==> config.mk <==
export PLATFORM = sky130hd
export DESIGN_NAME = multicycle_control_unit
export DESIGN_NICKNAME = d
export VERILOG_FILES = /design/src/rtl/mcu_pkg.sv /design/src/rtl/ula_decoder.sv /design/src/rtl/multicycle_control_unit.sv
export SDC_FILE = /design/constraint.sdc
export NUM_CORES = 1
export LEC_CHECK = 0
export BUFFER_PORTS_ARGS = -buffer_cell sky130_fd_sc_hd__buf_2
export CAP_MARGIN = 25
export CORE_AREA = 10 10 97 99
export CTS_BUF_LIST = sky130_fd_sc_hd__clkbuf_4 sky130_fd_sc_hd__clkbuf_8 sky130_fd_sc_hd__clkbuf_16
export CTS_CLUSTER_SIZE = 16
export DETAILED_ROUTE_END_ITERATION = 8
export DIE_AREA = 0 0 107 109
export PLACE_DENSITY = 0.57
export SYNTH_ARGS = -nofsm -noshare
export SYNTH_HDL_FRONTEND = slang
export SYNTH_SLANG_ARGS = --single-unit
==> constraint.sdc <==
create_clock -name clk -period 3.5 [get_ports clk]
set_input_delay 0.175 -clock clk [delete_from_list [all_inputs] [get_ports clk]]
set_output_delay 0.175 -clock clk [all_outputs]
set_load 0.02 [all_outputs]
==> src/rtl/mcu_pkg.sv <==
// mcu_pkg
//   Shared definitions for the multicycle MIPS control unit: the FSM state
//   type, opcode/funct field values, ULA operation codes, datapath select
//   encodings, the per-state control word and the state-to-control decode.
package mcu_pkg;

  typedef enum logic [3:0] {
    S_FETCH    = 4'd0,
    S_DECODE   = 4'd1,
    S_MEMADR   = 4'd2,
    S_MEMRD    = 4'd3,
    S_MEMWB    = 4'd4,
    S_MEMWR    = 4'd5,
    S_RTYPE_EX = 4'd6,
    S_RTYPE_WB = 4'd7,
    S_BEQ      = 4'd8,
    S_ADDI_EX  = 4'd9,
    S_ADDI_WB  = 4'd10,
    S_JUMP     = 4'd11,
    S_JR       = 4'd12,
    S_JAL      = 4'd13
  } state_t;

  // Opcodes (IR[31:26])
  localparam logic [5:0] OP_RTYPE = 6'b000000;
  localparam logic [5:0] OP_LW    = 6'b100011;
  localparam logic [5:0] OP_SW    = 6'b101011;
  localparam logic [5:0] OP_BEQ   = 6'b000100;
  localparam logic [5:0] OP_ADDI  = 6'b001000;
  localparam logic [5:0] OP_J     = 6'b000010;
  localparam logic [5:0] OP_JAL   = 6'b000011;

  // R-type funct codes (IR[5:0])
  localparam logic [5:0] FUNCT_ADD = 6'b100000;
  localparam logic [5:0] FUNCT_SUB = 6'b100010;
  localparam logic [5:0] FUNCT_AND = 6'b100100;
  localparam logic [5:0] FUNCT_OR  = 6'b100101;
  localparam logic [5:0] FUNCT_NOR = 6'b100111;
  localparam logic [5:0] FUNCT_SLT = 6'b101010;
  localparam logic [5:0] FUNCT_JR  = 6'b001000;

  // ULA operation codes
  localparam logic [2:0] ULA_ADD = 3'b010;
  localparam logic [2:0] ULA_SUB = 3'b110;
  localparam logic [2:0] ULA_AND = 3'b000;
  localparam logic [2:0] ULA_OR  = 3'b001;
  localparam logic [2:0] ULA_NOR = 3'b011;
  localparam logic [2:0] ULA_SLT = 3'b111;

  // Datapath select encodings
  localparam logic       IORD_PC         = 1'b0;
  localparam logic       IORD_ULAOUT     = 1'b1;
  localparam logic [1:0] REGDST_RT       = 2'b00;
  localparam logic [1:0] REGDST_RD       = 2'b01;
  localparam logic [1:0] REGDST_RA       = 2'b10;
  localparam logic [1:0] MEMTOREG_ULAOUT = 2'b00;
  localparam logic [1:0] MEMTOREG_MDR    = 2'b01;
  localparam logic [1:0] MEMTOREG_PC     = 2'b10;
  localparam logic       SRCA_PC         = 1'b0;
  localparam logic       SRCA_A          = 1'b1;
  localparam logic [1:0] SRCB_B          = 2'b00;
  localparam logic [1:0] SRCB_FOUR       = 2'b01;
  localparam logic [1:0] SRCB_IMM        = 2'b10;
  localparam logic [1:0] SRCB_IMM_SH2    = 2'b11;
  localparam logic [1:0] PCSRC_ULARESULT = 2'b00;
  localparam logic [1:0] PCSRC_ULAOUT    = 2'b01;
  localparam logic [1:0] PCSRC_JUMP      = 2'b10;
  localparam logic [1:0] PCSRC_A         = 2'b11;

  typedef struct packed {
    logic       pcWrite;
    logic       branch;
    logic       iorD;
    logic       memWrite;
    logic       irWrite;
    logic [1:0] regDst;
    logic [1:0] memtoReg;
    logic       regWrite;
    logic       ulaSrcA;
    logic [1:0] ulaSrcB;
    logic [2:0] ulaControl;
    logic [1:0] pcSrc;
    logic       done;
  } ctrl_t;

  // Control word driven while the FSM sits in state s. Everything not set
  // explicitly stays 0, so enables are inactive in any state not listed.
  function automatic ctrl_t ctrlFor(state_t s, logic [2:0] rtypeUla);
    ctrl_t c;
    c = '0;
    case (s)
      S_FETCH: begin
        c.iorD       = IORD_PC;
        c.irWrite    = 1'b1;
        c.ulaSrcA    = SRCA_PC;
        c.ulaSrcB    = SRCB_FOUR;
        c.ulaControl = ULA_ADD;
        c.pcSrc      = PCSRC_ULARESULT;
        c.pcWrite    = 1'b1;
      end
      S_DECODE: begin
        c.ulaSrcA    = SRCA_PC;
        c.ulaSrcB    = SRCB_IMM_SH2;
        c.ulaControl = ULA_ADD;
      end
      S_MEMADR, S_ADDI_EX: begin
        c.ulaSrcA    = SRCA_A;
        c.ulaSrcB    = SRCB_IMM;
        c.ulaControl = ULA_ADD;
      end
      S_MEMRD: c.iorD = IORD_ULAOUT;
      S_MEMWB: begin
        c.regDst   = REGDST_RT;
        c.memtoReg = MEMTOREG_MDR;
        c.regWrite = 1'b1;
        c.done     = 1'b1;
      end
      S_MEMWR: begin
        c.iorD     = IORD_ULAOUT;
        c.memWrite = 1'b1;
        c.done     = 1'b1;
      end
      S_RTYPE_EX: begin
        c.ulaSrcA    = SRCA_A;
        c.ulaSrcB    = SRCB_B;
        c.ulaControl = rtypeUla;
      end
      S_RTYPE_WB: begin
        c.regDst   = REGDST_RD;
        c.memtoReg = MEMTOREG_ULAOUT;
        c.regWrite = 1'b1;
        c.done     = 1'b1;
      end
      S_BEQ: begin
        c.ulaSrcA    = SRCA_A;
        c.ulaSrcB    = SRCB_B;
        c.ulaControl = ULA_SUB;
        c.pcSrc      = PCSRC_ULAOUT;
        c.branch     = 1'b1;
        c.done       = 1'b1;
      end
      S_ADDI_WB: begin
        c.regDst   = REGDST_RT;
        c.memtoReg = MEMTOREG_ULAOUT;
        c.regWrite = 1'b1;
        c.done     = 1'b1;
      end
      S_JUMP: begin
        c.pcSrc   = PCSRC_JUMP;
        c.pcWrite = 1'b1;
        c.done    = 1'b1;
      end
      S_JR: begin
        c.pcSrc   = PCSRC_A;
        c.pcWrite = 1'b1;
        c.done    = 1'b1;
      end
      // PC has not been redirected yet, so MemtoReg=PC writes PC+4 to $ra.
      S_JAL: begin
        c.pcSrc    = PCSRC_JUMP;
        c.pcWrite  = 1'b1;
        c.regWrite = 1'b1;
        c.regDst   = REGDST_RA;
        c.memtoReg = MEMTOREG_PC;
        c.done     = 1'b1;
      end
      default: c = '0;
    endcase
    return c;
  endfunction

endpackage

==> src/rtl/ula_decoder.sv <==
// ula_decoder
//   Combinational R-type funct to ULA operation decode.
//   funct_i      in  WIDTH  IR[5:0]
//   ulaControl_o out 3      ULA operation; unknown funct falls back to add
module ula_decoder
  import mcu_pkg::*;
#(
  parameter int WIDTH = 6
) (
  input  logic [WIDTH-1:0] funct_i,
  output logic [2:0]       ulaControl_o
);

  // Unknown funct values still execute (as add) so the write-back proceeds.
  always_comb begin
    ulaControl_o = ULA_ADD;
    case (funct_i)
      WIDTH'(FUNCT_ADD): ulaControl_o = ULA_ADD;
      WIDTH'(FUNCT_SUB): ulaControl_o = ULA_SUB;
      WIDTH'(FUNCT_AND): ulaControl_o = ULA_AND;
      WIDTH'(FUNCT_OR):  ulaControl_o = ULA_OR;
      WIDTH'(FUNCT_NOR): ulaControl_o = ULA_NOR;
      WIDTH'(FUNCT_SLT): ulaControl_o = ULA_SLT;
      default:           ulaControl_o = ULA_ADD;
    endcase
  end

endmodule

==> src/rtl/multicycle_control_unit.sv <==
// multicycle_control_unit
//   Moore FSM sequencing the shared-memory multicycle MIPS datapath.
//   Inputs : clk, rst_n (async active-low), OP, Funct, Zero.
//   Outputs: PCEn, IorD, MemWrite, IRWrite, RegDst, MemtoReg, RegWrite,
//            ULASrcA, ULASrcB, ULAControl, PCSrc, instr_done, retired.
//   The control word is registered alongside the state (decoded from the
//   next state), so outputs change cleanly on the clock edge. Only PCEn
//   looks at a live input (Zero) to resolve beq in its own cycle.
module multicycle_control_unit
  import mcu_pkg::*;
#(
  parameter int WIDTH     = 6,
  parameter int CNT_WIDTH = 32
) (
  input  logic                 clk,
  input  logic                 rst_n,
  input  logic [WIDTH-1:0]     OP,
  input  logic [WIDTH-1:0]     Funct,
  input  logic                 Zero,
  output logic                 PCEn,
  output logic                 IorD,
  output logic                 MemWrite,
  output logic                 IRWrite,
  output logic [1:0]           RegDst,
  output logic [1:0]           MemtoReg,
  output logic                 RegWrite,
  output logic                 ULASrcA,
  output logic [1:0]           ULASrcB,
  output logic [2:0]           ULAControl,
  output logic [1:0]           PCSrc,
  output logic                 instr_done,
  output logic [CNT_WIDTH-1:0] retired
);

  state_t               state_q;
  state_t               state_d;
  ctrl_t                ctrl_q;
  logic [CNT_WIDTH-1:0] retired_q;
  logic [2:0]           rtypeUla;
  logic                 stateValid;
  logic                 writeOk;

  ula_decoder #(.WIDTH(WIDTH)) uUlaDecoder (
    .funct_i      (Funct),
    .ulaControl_o (rtypeUla)
  );

  // Next-state selection. OP/Funct are stable from DECODE onwards, so the
  // RTYPE_EX ULA code decoded while leaving DECODE is still the right one.
  always_comb begin
    state_d = S_FETCH;
    case (state_q)
      S_FETCH:  state_d = S_DECODE;
      S_DECODE: begin
        case (OP)
          WIDTH'(OP_LW), WIDTH'(OP_SW): state_d = S_MEMADR;
          WIDTH'(OP_RTYPE): state_d = (Funct == WIDTH'(FUNCT_JR)) ? S_JR : S_RTYPE_EX;
          WIDTH'(OP_BEQ):   state_d = S_BEQ;
          WIDTH'(OP_ADDI):  state_d = S_ADDI_EX;
          WIDTH'(OP_J):     state_d = S_JUMP;
          WIDTH'(OP_JAL):   state_d = S_JAL;
          default:          state_d = S_FETCH;
        endcase
      end
      S_MEMADR:   state_d = (OP == WIDTH'(OP_LW)) ? S_MEMRD : S_MEMWR;
      S_MEMRD:    state_d = S_MEMWB;
      S_RTYPE_EX: state_d = S_RTYPE_WB;
      S_ADDI_EX:  state_d = S_ADDI_WB;
      default:    state_d = S_FETCH;
    endcase
  end

  // Corrupted state encodings must not fire any write while recovering.
  assign stateValid = (state_q <= S_JAL);

  // State, registered control word and retire counter.
  always_ff @(posedge clk or negedge rst_n) begin
    if (!rst_n) begin
      state_q   <= S_FETCH;
      ctrl_q    <= ctrlFor(S_FETCH, ULA_ADD);
      retired_q <= '0;
    end else begin
      state_q   <= state_d;
      ctrl_q    <= ctrlFor(state_d, rtypeUla);
      retired_q <= retired_q + CNT_WIDTH'(stateValid & ctrl_q.done);
    end
  end

  // Enables are held off combinationally during reset so an abort takes
  // effect immediately, not on the next edge.
  assign writeOk    = rst_n & stateValid;
  assign PCEn       = writeOk & (ctrl_q.pcWrite | (ctrl_q.branch & Zero));
  assign IorD       = ctrl_q.iorD;
  assign MemWrite   = writeOk & ctrl_q.memWrite;
  assign IRWrite    = writeOk & ctrl_q.irWrite;
  assign RegDst     = ctrl_q.regDst;
  assign MemtoReg   = ctrl_q.memtoReg;
  assign RegWrite   = writeOk & ctrl_q.regWrite;
  assign ULASrcA    = ctrl_q.ulaSrcA;
  assign ULASrcB    = ctrl_q.ulaSrcB;
  assign ULAControl = ctrl_q.ulaControl;
  assign PCSrc      = ctrl_q.pcSrc;
  assign instr_done = writeOk & ctrl_q.done;
  assign retired    = retired_q;

endmodule
* Word level (Yosys, flattened, before mapping)
Index checks and enable logic that the tools add are counted.
Storage, ports and cells: flip-flop bits (word level) 55, input bits 15, output and inout port bits 50
Cells by class: add/subtract/negate cells 1, $lt $le $gt $ge 1, eq/ne operators 30, muxes and demuxes 14, bitwise gates (word level) 9, reduce and logical (&&, ||, !) cells 9
Operator list (count):
- case mux 4 bit (6 select lines) | 2
- == test 6 bit, second input constant | 7
- adder 32 x 1 -> 32 bit | 1
- case mux 6 bit (5 select lines) | 1
- == test 4 bit, second input constant | 7
- == test 4 x 3 -> 1 bit, second input constant | 5
- case mux 5 bit (4 select lines) | 1
- == test 4 x 2 -> 1 bit, second input constant | 4
- case mux 3 bit (5 select lines) | 1
- == test 6 x 2 -> 1 bit, second input constant | 2
- == test 6 x 4 -> 1 bit, second input constant | 2
- AND 1 bit | 8
- == test 4 x 1 -> 1 bit, second input constant | 2
- zero test 4 bit | 2
- OR reduction 2 bit | 4
- OR reduction 8 bit | 1
- == test 6 x 3 -> 1 bit, second input constant | 1
- zero test 6 bit | 1
- two-way mux 1 bit | 6
- case mux 2 bit (3 select lines) | 1
- less-or-equal comparator 4 bit, second input constant | 1
- two-way mux 4 bit | 1
- OR reduction 4 bit | 1
- two-way mux 3 bit | 1
- bitwise OR 1 bit | 1

* Longest topological paths before layout
depth after elaboration 7, depth in mapped cells 9, gate-level depth less buffers 8

* Hierarchy
Synthesis repeated with hierarchy kept, for this count alone.
Second synthesis, totals: cells, all modules 241, area total of the unflattened synthesis 2613.8 um2
By module, submodules not included:
- multicycle_control_unit | instances 1, cells each 235, area each 2553.7 um2
- ula_decoder | instances 1, cells each 6, area each 60.1 um2

* Least setup slack after synthesis
Ideal clock, no wire load.
path type register -> register, from register state_q[2], to register retired_q[30], in the netlist retired[30], arrival time 2.115 ns, path slack 1.306 ns, stages on the path, launching flop included 10, path buffers 1, path through dfrtp_1 -> buf_4 -> nand3_1 -> and2_1 -> ha_1 -> ha_1 -> nand3_1 -> nor3_1 -> and4_1 -> xor2_1
Between the ends: cells in the longest elaborated chain, start to end 3
RTL lines:
- from (decl) | RTL line multicycle_control_unit.sv:35 | state_t state_q;
- from (signal assigned) | RTL line multicycle_control_unit.sv:83 | state_q <= state_d;
- less-or-equal comparator 4 bit | RTL line multicycle_control_unit.sv:74 | assign stateValid = (state_q <= S_JAL);
- AND 1 bit | RTL line multicycle_control_unit.sv:85 | retired_q <= retired_q + CNT_WIDTH'(stateValid & ctrl_q.done);
- adder 32 x 1 -> 32 bit | RTL line multicycle_control_unit.sv:85
- to (signal assigned) | RTL line multicycle_control_unit.sv:85
- to (decl) | RTL line multicycle_control_unit.sv:38 | logic [CNT_WIDTH-1:0] retired_q;
Every way passes these cells.

* Worst setup path after layout
Same ends and word-level chain as after synthesis.

==> summary.md <==
| Metric | Value |
|---|---|
| Status | `completed` |
| Avg Inst Size Synth | `10.5 um^2` |
| Final Net Count | `319` |
| Ant. Diodes | `0` |
| Worst skew pair latency | `0.30 ns` |
| Met2 WL | `~2.7 mm` |
| Post-synthesis net count | `about 260` |
| Worst path slowest cell | `nor3_1` |
| Hold Path Cell Cnt | `3` |
| Die Wd | `107 um` |
| # setup viols final | `0` |
| XOR/XNOR share of the synthesized area | `roughly 11%` |
| H-tree depth | `2` |
| Worst Skew | `about 0.01 ns` |
| Dpl hpwl | `approximately 4.5 mm` |
| Core area | `roughly 0.0075 mm^2` |
| Area of the die | `0.0117 mm^2` |
| CTS tree | `done` |
| Top FF cell, synth | `dfrtp_1` |
| Hold Startpoint | `Funct[1]` |
| Worst path arrival time | `2.80 ns` |
| Share of layout cells above drive strength 1 | `approximately 29%` |
| Starting Density | `34.3%` |
| Post-synthesis sequential area ratio | `52.5%` |
| Crit path max fanout | `11` |
| Highest Signal Layer | `met4` |
| Tmin final | `2.57 ns` |
| RSZ-0062 raised after global routing | `no` |
| First-pass iteration count of the detailed router | `6` |
| RePlAce Congestion | `approximately 0.79` |
| Mux contribution to synthesized area | `0%` |
| CP Cell Sequence | `nand3_1 > and2_1 > ha_1 > ha_1 > nand3_1 > nor3_1 > and4_1 > xor2_1` |
| Number of global-route vias before repair | `2,017` |
| Count of cell types in the netlist | `46` |
| Overall die height | `approximately 110 um` |
| Commonest non-fill, non-tap cells in the layout | `64 x buf_2, 50 x dfrtp_1, 23 x xnor2_1` |
| Hold crit path type | `input pin to register` |
| Port bufs | `between 60 and 70` |
| Cts hold-fix bufs | `1` |
| DRT Wirelength | `about 5.9 mm` |
| CTS root buffer | `clkbuf_8` |
| WL per Instance | `approximately 14 um` |
| All-Layer GR Usage | `between 10% and 20%` |
| Post-Syn Area | `approximately 0.0026 mm^2` |
| Post-CTS Setup Bufs | `0` |
| FP Rows | `32` |
| Final Hold Fails | `0` |
| Synth Area in Compound Gates | `6.30%` |
| Max-slew violations | `0` |
| TritonCTS Buffers | `5` |
| Syn-to-layout area delta | `17.2%` |
| Max Freq | `389 MHz` |
| Worst-path clk slew | `approximately 0.10 ns` |
| Ys Warns | `0` |
| Critical Path Start Type | `register` |
| Metal-1 WL | `between 2 and 3 mm` |
| RR Startpoint | `state_q[2]` |
| VDD IR max | `between 0.15 and 0.2 mV` |
| WL met3 | `438 um` |
| WP data required | `roughly 3.7 ns` |
| Max Cap Viol | `0` |
| Post_cts resized | `0` |
| Hold Crit Endpoint | `ULAControl[2]` |
| Drt drc | `0` |
| Pwr Density | `~520 mW/mm^2` |
| Worst R2R Setup Slack | `0.93 ns` |
| CTS sink count | `54` |
| I/O pin count | `65` |
| DR iter-0 viols | `70` |
| Seq. cell area | `between 0.001 and 0.0015 mm^2` |
| Post-Layout Cell Count | `slightly above 400` |
| Placed Instances | `slightly below 400` |
| Worst slew pin tran | `0.850 ns` |
| Vias per Instance | `4.73` |
| Synthesized flop and latch total | `between 50 and 60` |
| Pin count of the biggest net entering global routing | `53` |
| Crit path kind | `register to register` |
| Setup TNS | `0 ns` |
| Area of the multi-input gates | `0.00107 mm^2` |
| Fill count | `approximately 770` |
| Static leakage power | `about 1.5 nW` |
| RR Endpoint | `retired[30]` |
| Relative slew slack | `43.4%` |
| Via count | `1,916` |
| Adder-cell share of the synthesized area | `less than 1%` |
| Most common cell after layout, fill and taps aside | `buf_2` |
| CP max stage delay | `between 0.5 and 0.6 ns` |
| Cells on worst reg2reg path | `8` |
| Gr ovfl total | `0` |
| Period Utilization, post-route | `about 73%` |
| Simple-gate share of the synthesized area | `a little under a quarter` |
| Ys async rst share | `between 90% and 100%` |
| Largest family of logic cells by synthesized area | `simple AND/OR/NAND/NOR gates` |
| Post-synth EDFFs | `0` |
| Worst-case clock buffer depth | `2` |
| Kind of end point of the critical path | `register` |
| DRT antenna net count | `0` |
| Cell count after synthesis | `roughly 250` |
| Initial antenna violation count | `0` |
| First-pass GRT wire length | `10.2 mm` |
==> report_power, final <==
| group | internal, mW | switching, mW | total (mW) |
|---|---|---|---|
| clock | 0.149 | 0.200 | 0.349 |
| combinational | 0.166 | 0.269 | 0.435 |
| sequential | 0.721 | 0.0690 | 0.790 |
==> logic make-up (layout without fill, tap and decap cells) <==
kind of cell / Yosys count / in the layout
AND/OR/NAND/NOR: 105 / 105
flip-flops: 54 / 54
XOR/XNOR: 33 / 33
buffers and inverters: 27 / 85
AO/OA/AOI/OAI: 24 / 24
adder cells (fa/ha/maj): 2 / 2
==> stage by stage <==
stage,worst slack (ns),power [mW],util [%],cell area (um^2),hold slack [ns]
global placement,1.03,1.25,38.9,2930,-0.00526
global route,0.690,1.69,40.2,3030,0.178
detailed placement,0.965,1.25,38.9,2930,0.000232
CTS,0.929,1.60,40.2,3030,0.153
finish,0.932,1.57,40.2,3030,0.163
floorplan,1.31,1.12,-,2580,-0.121
==> Yosys cell counts, drive strengths merged, types with 3 or more instances <==
master | instances | area [um^2]
and3 | 9 | 56.3
nand4 | 9 | 56.3
nor2b | 3 | 18.8
nor3 | 10 | 61.3
dfstp | 4 | 105
inv | 9 | 33.8
dfrtp | 50 | 1250
nand2b | 5 | 31.3
buf | 15 | 110
and4 | 4 | 35.0
a21oi | 7 | 35.0
nor2 | 14 | 52.6
and2 | 5 | 31.3
xor2 | 10 | 87.6
nand3 | 15 | 75.1
xnor2 | 23 | 201
nand2 | 18 | 67.6
o21ai | 4 | 20.0
==> worst max-delay path, delay by kind of cell, from the launching register on <==
family	cells	cell delay [ns]
xor+xnor	1	0.14
fa+ha+maj	2	0.38
flops	1	0.50
simple gates	5	1.46
==> final cells by class <==
| type | instances | area share (%) |
|---|---|---|
| clock buffers | 6 | 2.52 |
| clock inverters | 2 | 0.455 |
| inverters | 10 | 1.28 |
| multi-input cells | 164 | 35.3 |
| flip-flops and latches | 54 | 44.8 |
| well taps | 102 | 4.21 |
| repair buffers | 67 | 11.4 |
==> registers in the layout, indices dropped and copies added (netlist names) <==
register	count
retired	32
state_q	4
RegDst	1
MemtoReg	2
ctrl_q	6
ULAControl	3
ULASrcA	1
ULASrcB	2
PCSrc	2
IorD	1
==> how the worst max path moves through the flow <==
| stage | start | endpoint | slack, ns | depth (start not counted) |
|---|---|---|---|---|
| finish | state_q[2] | retired[30] | 0.93 | 8 |
| global route | state_q[2] | retired[30] | 0.69 | 8 |
| detailed placement | state_q[2] | retired[30] | 0.96 | 8 |
| floorplan | state_q[2] | retired[30] | 1.31 | 9 |
| CTS | state_q[2] | retired[30] | 0.93 | 8 |
| global placement | state_q[2] | retired[30] | 1.03 | 8 |
==> metal layers <==
layer  track usage [%]  vias to the layer above
met1              13.5                      902
li1                  -                      951
met4              3.19                        0
met5                 0                        -
met3              3.83                        7
met2              17.2                       56
No activity file was read; power rests on OpenSTA's default activity.
